$ cat config.mk
export PLATFORM = sky130hd
export DESIGN_NAME = fetch_unit
export DESIGN_NICKNAME = d
export VERILOG_FILES = /design/src/rtl/fetch_unit.sv
export SDC_FILE = /design/constraint.sdc
export NUM_CORES = 1
export LEC_CHECK = 0
export BUFFER_PORTS_ARGS = -buffer_cell sky130_fd_sc_hd__buf_2
export CAP_MARGIN = 30
export CORE_MARGIN = 4
export CORE_UTILIZATION = 25
export DETAILED_ROUTE_END_ITERATION = 10
export SETUP_SLACK_MARGIN = 0.02
export SYNTH_ARGS = -nofsm -noshare
export SYNTH_HDL_FRONTEND = slang
export SYNTH_SLANG_ARGS = --single-unit
$ cat constraint.sdc
create_clock -name clk -period 4.68 [get_ports clk]
set_input_delay 0.234 -clock clk [delete_from_list [all_inputs] [get_ports clk]]
set_output_delay 0.234 -clock clk [all_outputs]
set_load 0.05 [all_outputs]
$ cat src/rtl/fetch_unit.sv
// Instruction fetch stage: drives the instruction-memory request and writes the F/D register.
// Handles variable-latency responses, stalls, branch redirects and HLT.
module fetch_unit (
  input  logic        clk,
  input  logic        rst,
  input  logic        stall,
  input  logic        branch_taken,
  input  logic [15:0] branch_target,
  output logic        imem_req,
  output logic [15:0] imem_addr,
  input  logic [15:0] imem_rdata,
  input  logic        imem_valid,
  output logic        fd_wen,
  output logic [15:0] instruction_out,
  output logic [15:0] oldPC_out,
  output logic [15:0] newPC_out,
  output logic        halt_out
);

  typedef enum logic [1:0] {
    S_FETCH  = 2'd0,
    S_DRAIN  = 2'd1,
    S_HALTED = 2'd2
  } state_e;

  localparam logic [15:0] NOP    = 16'h0000;
  localparam logic [3:0]  HLT_OP = 4'hF;

  state_e      state_q, state_d;
  logic [15:0] pc_q, pc_d;
  logic [15:0] stale_q, stale_d;
  logic [15:0] pc_inc;
  logic        is_hlt;
  logic        req_c;
  logic [15:0] addr_c;
  logic        wen_c;
  logic [15:0] instr_c;
  logic        halt_c;

  assign pc_inc = pc_q + 16'd2;
  assign is_hlt = (imem_rdata[15:12] == HLT_OP);

  always_ff @(posedge clk or negedge rst) begin
    if (!rst) begin
      state_q <= S_FETCH;
      pc_q    <= 16'h0000;
      stale_q <= 16'h0000;
    end else begin
      state_q <= state_d;
      pc_q    <= pc_d;
      stale_q <= stale_d;
    end
  end

  always_comb begin
    state_d = state_q;
    pc_d    = pc_q;
    stale_d = stale_q;
    req_c   = (state_q != S_HALTED);
    // While draining, the memory still owns the old address; keep presenting it.
    addr_c  = (state_q == S_DRAIN) ? stale_q : pc_q;
    wen_c   = 1'b0;
    instr_c = NOP;
    halt_c  = 1'b0;

    if (branch_taken) begin
      wen_c = 1'b1;
      pc_d  = branch_target;
      if (req_c && !imem_valid) begin
        state_d = S_DRAIN;
        if (state_q != S_DRAIN) begin
          stale_d = pc_q;
        end
      end else begin
        state_d = S_FETCH;
      end
    end else begin
      case (state_q)
        S_FETCH: begin
          if (imem_valid) begin
            if (!stall) begin
              wen_c   = 1'b1;
              instr_c = imem_rdata;
              if (is_hlt) begin
                halt_c  = 1'b1;
                state_d = S_HALTED;
              end else begin
                pc_d = pc_inc;
              end
            end
          end else begin
            wen_c = !stall;
          end
        end
        S_DRAIN: begin
          wen_c = !stall;
          if (imem_valid) begin
            state_d = S_FETCH;
          end
        end
        S_HALTED: begin
          wen_c = 1'b0;
        end
        default: begin
          state_d = S_FETCH;
        end
      endcase
    end
  end

  // Reset gates the outputs combinationally so they are quiet the instant rst falls.
  assign imem_req        = rst & req_c;
  assign imem_addr       = addr_c;
  assign fd_wen          = rst & wen_c;
  assign instruction_out = rst ? instr_c : NOP;
  assign halt_out        = rst & halt_c;
  assign oldPC_out       = pc_q;
  assign newPC_out       = pc_inc;

endmodule

==> run metrics, run 1 <==
clk_lat worst skew 280 ps; critical-path maximum fanout 18; flops & latches, synth 34; crit start category register; slew margin rel. 39.36%; fin crit share 52.85%; Switching Share 43.30%; GRT Util Overall 12.91%; ys async rst share 100.0%; CP required 4850 ps; Syn Inst Count 215; logic gate share of total power 41.9%; min cycle time layout 2473 ps; Synthesis Warnings 0; TritonRoute pass-1 iters 5; LEAKAGE 1.455 nW; Starting Density 25.54%; synth-to-layout area growth 30.12%; WL/cell 16.02 µm; Post-Syn Area per Cell 10.26 µm²; total global routing overflow 0; clock power share 20.8%; WL final 6.663 mm; Buffers on Ports 103; post-synthesis sequential area ratio 38.57%; Post-synth EDFFs 0; # diodes 0; worst slew pin tran 905.4 ps; setup_tns 0 ps; residual DRC count 0; Core Region 8636 µm²; Final Hold Fails 0; Final Max Slew Viols 0; Main synth FF type dfrtp_1; die footprint 10390 µm²; Cells on Worst Hold Path 3; Pint 0.0005879 W; initial antenna violation count 0; Via density 4.738; Hold Path Class input pin to register; DP Wirelength 4.973 mm; die height 101.9 µm; Clock Tree Root clkbuf_8; Setup-failing EPs final 0; maximum root-to-sink buffer count 2; Mapped Nets 253; layout cells sized above 1 48.38%; fin nets 347; r2r worst-path depth 4; clock skew 7.598 ps; gp weighted congestion 0.7627; vias post-DR 1971; crit path DAT 2640 ps; sequential cell fraction of total power 37.3%; dpl cells 409; f_max 0.4043 GHz; Post-Layout Cell Count 416; Rows 34; number of CTS-inserted buffers 5; RSZ-0062 raised after global routing false; first-pass GRT wire length 10.56 mm; Resized cells post-CTS 0; largest net degree at the start of global routing 44; run status completed; Die Span X 101.9 µm; crit end category register; peak supply drop 0.2047 mV; Synth cell types 40; CTS H-Tree Depth 2; DRT antenna net count 0; vias in the first global route 1982; Worst-path clk slew 70 ps; CTS tree yes; detailed router's first-iteration violation count 95; Sink Count 34; Max-cap violations 0; critical path type register to register; mapped cell area 2206 µm²; switching pwr 0.0004490 W; total I/O pin count 104; PD cells 361.3 nW/µm²
## cell usage in the layout, fill, tap and decap left out, drive strengths merged, types with 4 or more instances in the layout
master,instances
o21ai,15
and3,20
mux2,31
buf,105
nor2b,7
and4,4
o311ai,5
dfrtp,34
clkbuf,6
xor2,6
nand2,24
nand4,10
xnor2,12
## worst max-delay path, stage by stage (launching register included)
cell and delay (ps):
dfrtp_1 450, nor2b_2 790, nand4bb_1 550, buf_6 240, mux2_2 340
## per-stage QoR
step                      instance area (µm²)  utilization [%]   power, W  hold WS [ps]  setup WS [ps]
after floorplan                          2206                -  0.0007235        -61.59           2035
after global placement                   2746            31.80  0.0008195         442.2           2108
after detailed placement                 2778            32.16  0.0008288         93.88           2219
after CTS                                2870            33.24   0.001047         148.4           2219
after global routing                     2870            33.24   0.001091         158.1           2042
final                                    2870            33.24   0.001037         156.5           2207
## what timing repair did
item	4_1_cts	5_1_grt
endpoints found under the hold margin	3	0
buffers inserted	0	0
hold buffers	1	0
## layer usage
metal  share of wire, %  global-route usage, %  wire [µm]  up-vias
met1                 45                  17.60       3003      952
met4               0.53                  2.523         35        0
met3                6.4                  3.140        425        4
met2                 48                  21.03       3199       60
li1                   -                      -          -      955
met5                  0                      0          0        -
## final timing paths
kind | slack [ps] | endpoint | startpoint
max in group asynchronous | 3860 | stale_q[4]$_DFFE_PN0P_ | rst
min in group asynchronous | 350 | oldPC_out[9]$_DFFE_PN0P_ | rst
max reg2reg | 2210 | stale_q[14]$_DFFE_PN0P_ | state_q[0]$_DFFE_PN0P_
max | 2210 | stale_q[14]$_DFFE_PN0P_ | state_q[0]$_DFFE_PN0P_
min | 160 | oldPC_out[2]$_DFFE_PN0P_ | branch_target[2]
min reg2reg | 510 | stale_q[0]$_DFFE_PN0P_ | stale_q[0]$_DFFE_PN0P_
## power groups by stage
stage	logic, W	registers (W)	clock network, W
6_report	0.000434	0.000387	0.000216
5_1_grt	0.000461	0.000396	0.000235
4_1_cts	0.000439	0.000386	0.000221
3_5_place_dp	0.000437	0.000391	0
3_3_place_gp	0.000431	0.000389	0
2_1_floorplan	0.000304	0.000420	0
## synth_stat cells, drive strengths merged, types with 5 or more instances
master	count	share of area [%]
dfrtp	34	39
mux2	31	17
nand2	24	4.3
and3	20	5.7
o21ai	15	3.4
xnor2	12	4.8
buf	10	3.6
nand4	10	2.8
clkbuf	9	1.5
nor2b	7	2.0
xor2	6	2.4
o311ai	5	2.0
## state kept, by name, summed over array words and instances, names as in the netlist
| register | cells |
|---|---|
| stale_q | 16 |
| state_q | 2 |
| oldPC_out | 16 |
## area by class of cell
cell class,instances,area (µm²)
Sequential cell,34,850.8
Clock buffer,6,82.58
Tap cell,108,135.1
Timing Repair Buffer,106,556.8
Inverter,1,3.754
Fill cell,911,5766
Multi-Input combinational cell,161,1241
## cell families after synthesis
kind of cell / share of synthesized area (%)
compound gates: 7.942
xor+xnor: 7.147
fa+ha+maj: 0.5671
buf+inv: 5.275
flops: 38.57
mux: 18.09
simple gates: 22.41
Power figures use the tool's default switching activity.
==> inputs of run 2 (changes only) <==
Clock period 4.68 ns to 2 ns, I/O delays scaled along.
==> run metrics, run 2 (same netlist as run 1, synthesis figures left out) <==
Placed Area 3020 µm²; die footprint 10390 µm²; LEAKAGE 1.640 nW; post-route cell area 3222 µm²; most common cell after layout, fill and taps aside buf_2; crit end category output pin; WL final 6.839 mm; WL/cell 15.51 µm; Die Span X 101.9 µm; PD cells 788.4 nW/µm²; gp weighted congestion 0.7323; total global routing overflow 0; Worst-path clk slew 70 ps; TritonRoute pass-1 iters 4; RSZ-0062 raised after global routing false; Setup-failing EPs final 0; min cycle time layout 1902 ps; peak supply drop 0.3185 mV; residual DRC count 0; Rows 34; Hold Path Class input pin to register; Clock Tree Root clkbuf_8; f_max 0.5259 GHz; Final Hold Fails 0; slew margin rel. 64.39%; setup_tns 0 ps; synth-to-layout area growth 46.06%; clk_lat worst skew 290 ps; CTS tree yes; Final WS setup 98.45 ps; die height 101.9 µm; Starting Density 25.54%; first-pass GRT wire length 10.71 mm; fin crit share 95.08%; critical-path maximum fanout 6; R2R setup slack 190 ps; maximum root-to-sink buffer count 2; detailed router's first-iteration violation count 64; DP Wirelength 5.080 mm; critical path endpoint newPC_out[13]; crit path launch oldPC_out[1]$_DFFE_PN0P_; Hold Slack 12.50 ps; # diodes 0; Max-cap violations 0; worst slew pin tran 534.2 ps; GRT Util Overall 13.07%; crit path DAT 1800 ps; post-place setup slack 183.9 ps; layout cells sized above 1 57.96%; clock skew 6.310 ps; Reg-to-Reg Start oldPC_out[1]$_DFFE_PN0P_; r2r worst-path depth 6; most frequent cells in the layout 99 x buf_2, 27 x dfrtp_1, 25 x buf_4; vias in the first global route 2087; Sink Count 34; CTS H-Tree Depth 2; Buffers on Ports 103; run status completed; CP required 1900 ps; Core Region 8636 µm²; crit start category register; reg2reg end oldPC_out[13]$_DFFE_PN0P_; largest net degree at the start of global routing 32; critical path type register to output pin; Final Max Slew Viols 0; total I/O pin count 104; vias post-DR 2078; DRT antenna net count 0; initial antenna violation count 0; fin nets 370; number of CTS-inserted buffers 5; Via density 4.712
==> run 2: metrics by stage <==
stage | total power (W) | utilization, % | std cells
6_report | 0.002540 | 37.31 | 441
5_1_grt | 0.002680 | 37.31 | 441
4_1_cts | 0.002560 | 36.74 | 436
3_5_place_dp | 0.002009 | 34.98 | 422
3_3_place_gp | 0.001994 | 34.98 | 422
2_1_floorplan | 0.001745 | - | 215
==> run 2: how the worst min path moves through the flow <==
stage / endpoint / cells after the start / slack (ps) / from
after floorplan: oldPC_out[0]$_DFFE_PN0P_ / 0 / -200 / rst
after global placement: oldPC_out[7]$_DFFE_PN0P_ / 1 / 90 / rst
after detailed placement: oldPC_out[7]$_DFFE_PN0P_ / 1 / 100 / rst
after CTS: state_q[0]$_DFFE_PN0P_ / 2 / 3 / imem_valid
after global routing: state_q[0]$_DFFE_PN0P_ / 2 / 7 / imem_valid
final: state_q[0]$_DFFE_PN0P_ / 2 / 10 / imem_valid
==> run 2: power by group <==
group          switching (W)  internal (W)
Clock               0.000254      0.000278
Sequential         0.0000853      0.000798
Combinational       0.000745      0.000380
Total                0.00108       0.00146
==> run 2: layout make-up <==
class | count | area (µm²)
Multi-Input combinational cell | 162 | 1409
Timing Repair Buffer | 128 | 723.2
Clock buffer | 7 | 86.33
Inverter | 1 | 3.754
Sequential cell | 34 | 859.6
Tap cell | 108 | 135.1
Fill cell | 915 | 5414
Clock inverter | 1 | 5.005
==> run 2: critical path, cell delays in order (launching register included) <==
cell and delay [ps]:
dfrtp_2 410, ha_4 170, and4_4 270, nand4_1 250, xnor2_4 240, buf_6 180
==> run 2: per-layer routing <==
layer  vias to the layer above  share of wire [%]  GRT usage (%)
met1                      1014                 43          17.02
li1                       1001                  -              -
met2                        54                 49          21.13
met5                         -                  0              0
met3                         9                7.1          4.369
met4                         0               0.88          3.027
==> run 2: repair_timing <==
item | CTS | global route
setup endpoints to repair | 6 | 37
hold buffers | 1 | 0
pin swaps | 5 | 3
hold endpoints to repair | 11 | 0
buffers inserted | 5 | 4
gates cloned | 0 | 1
gates resized for setup | 6 | 6
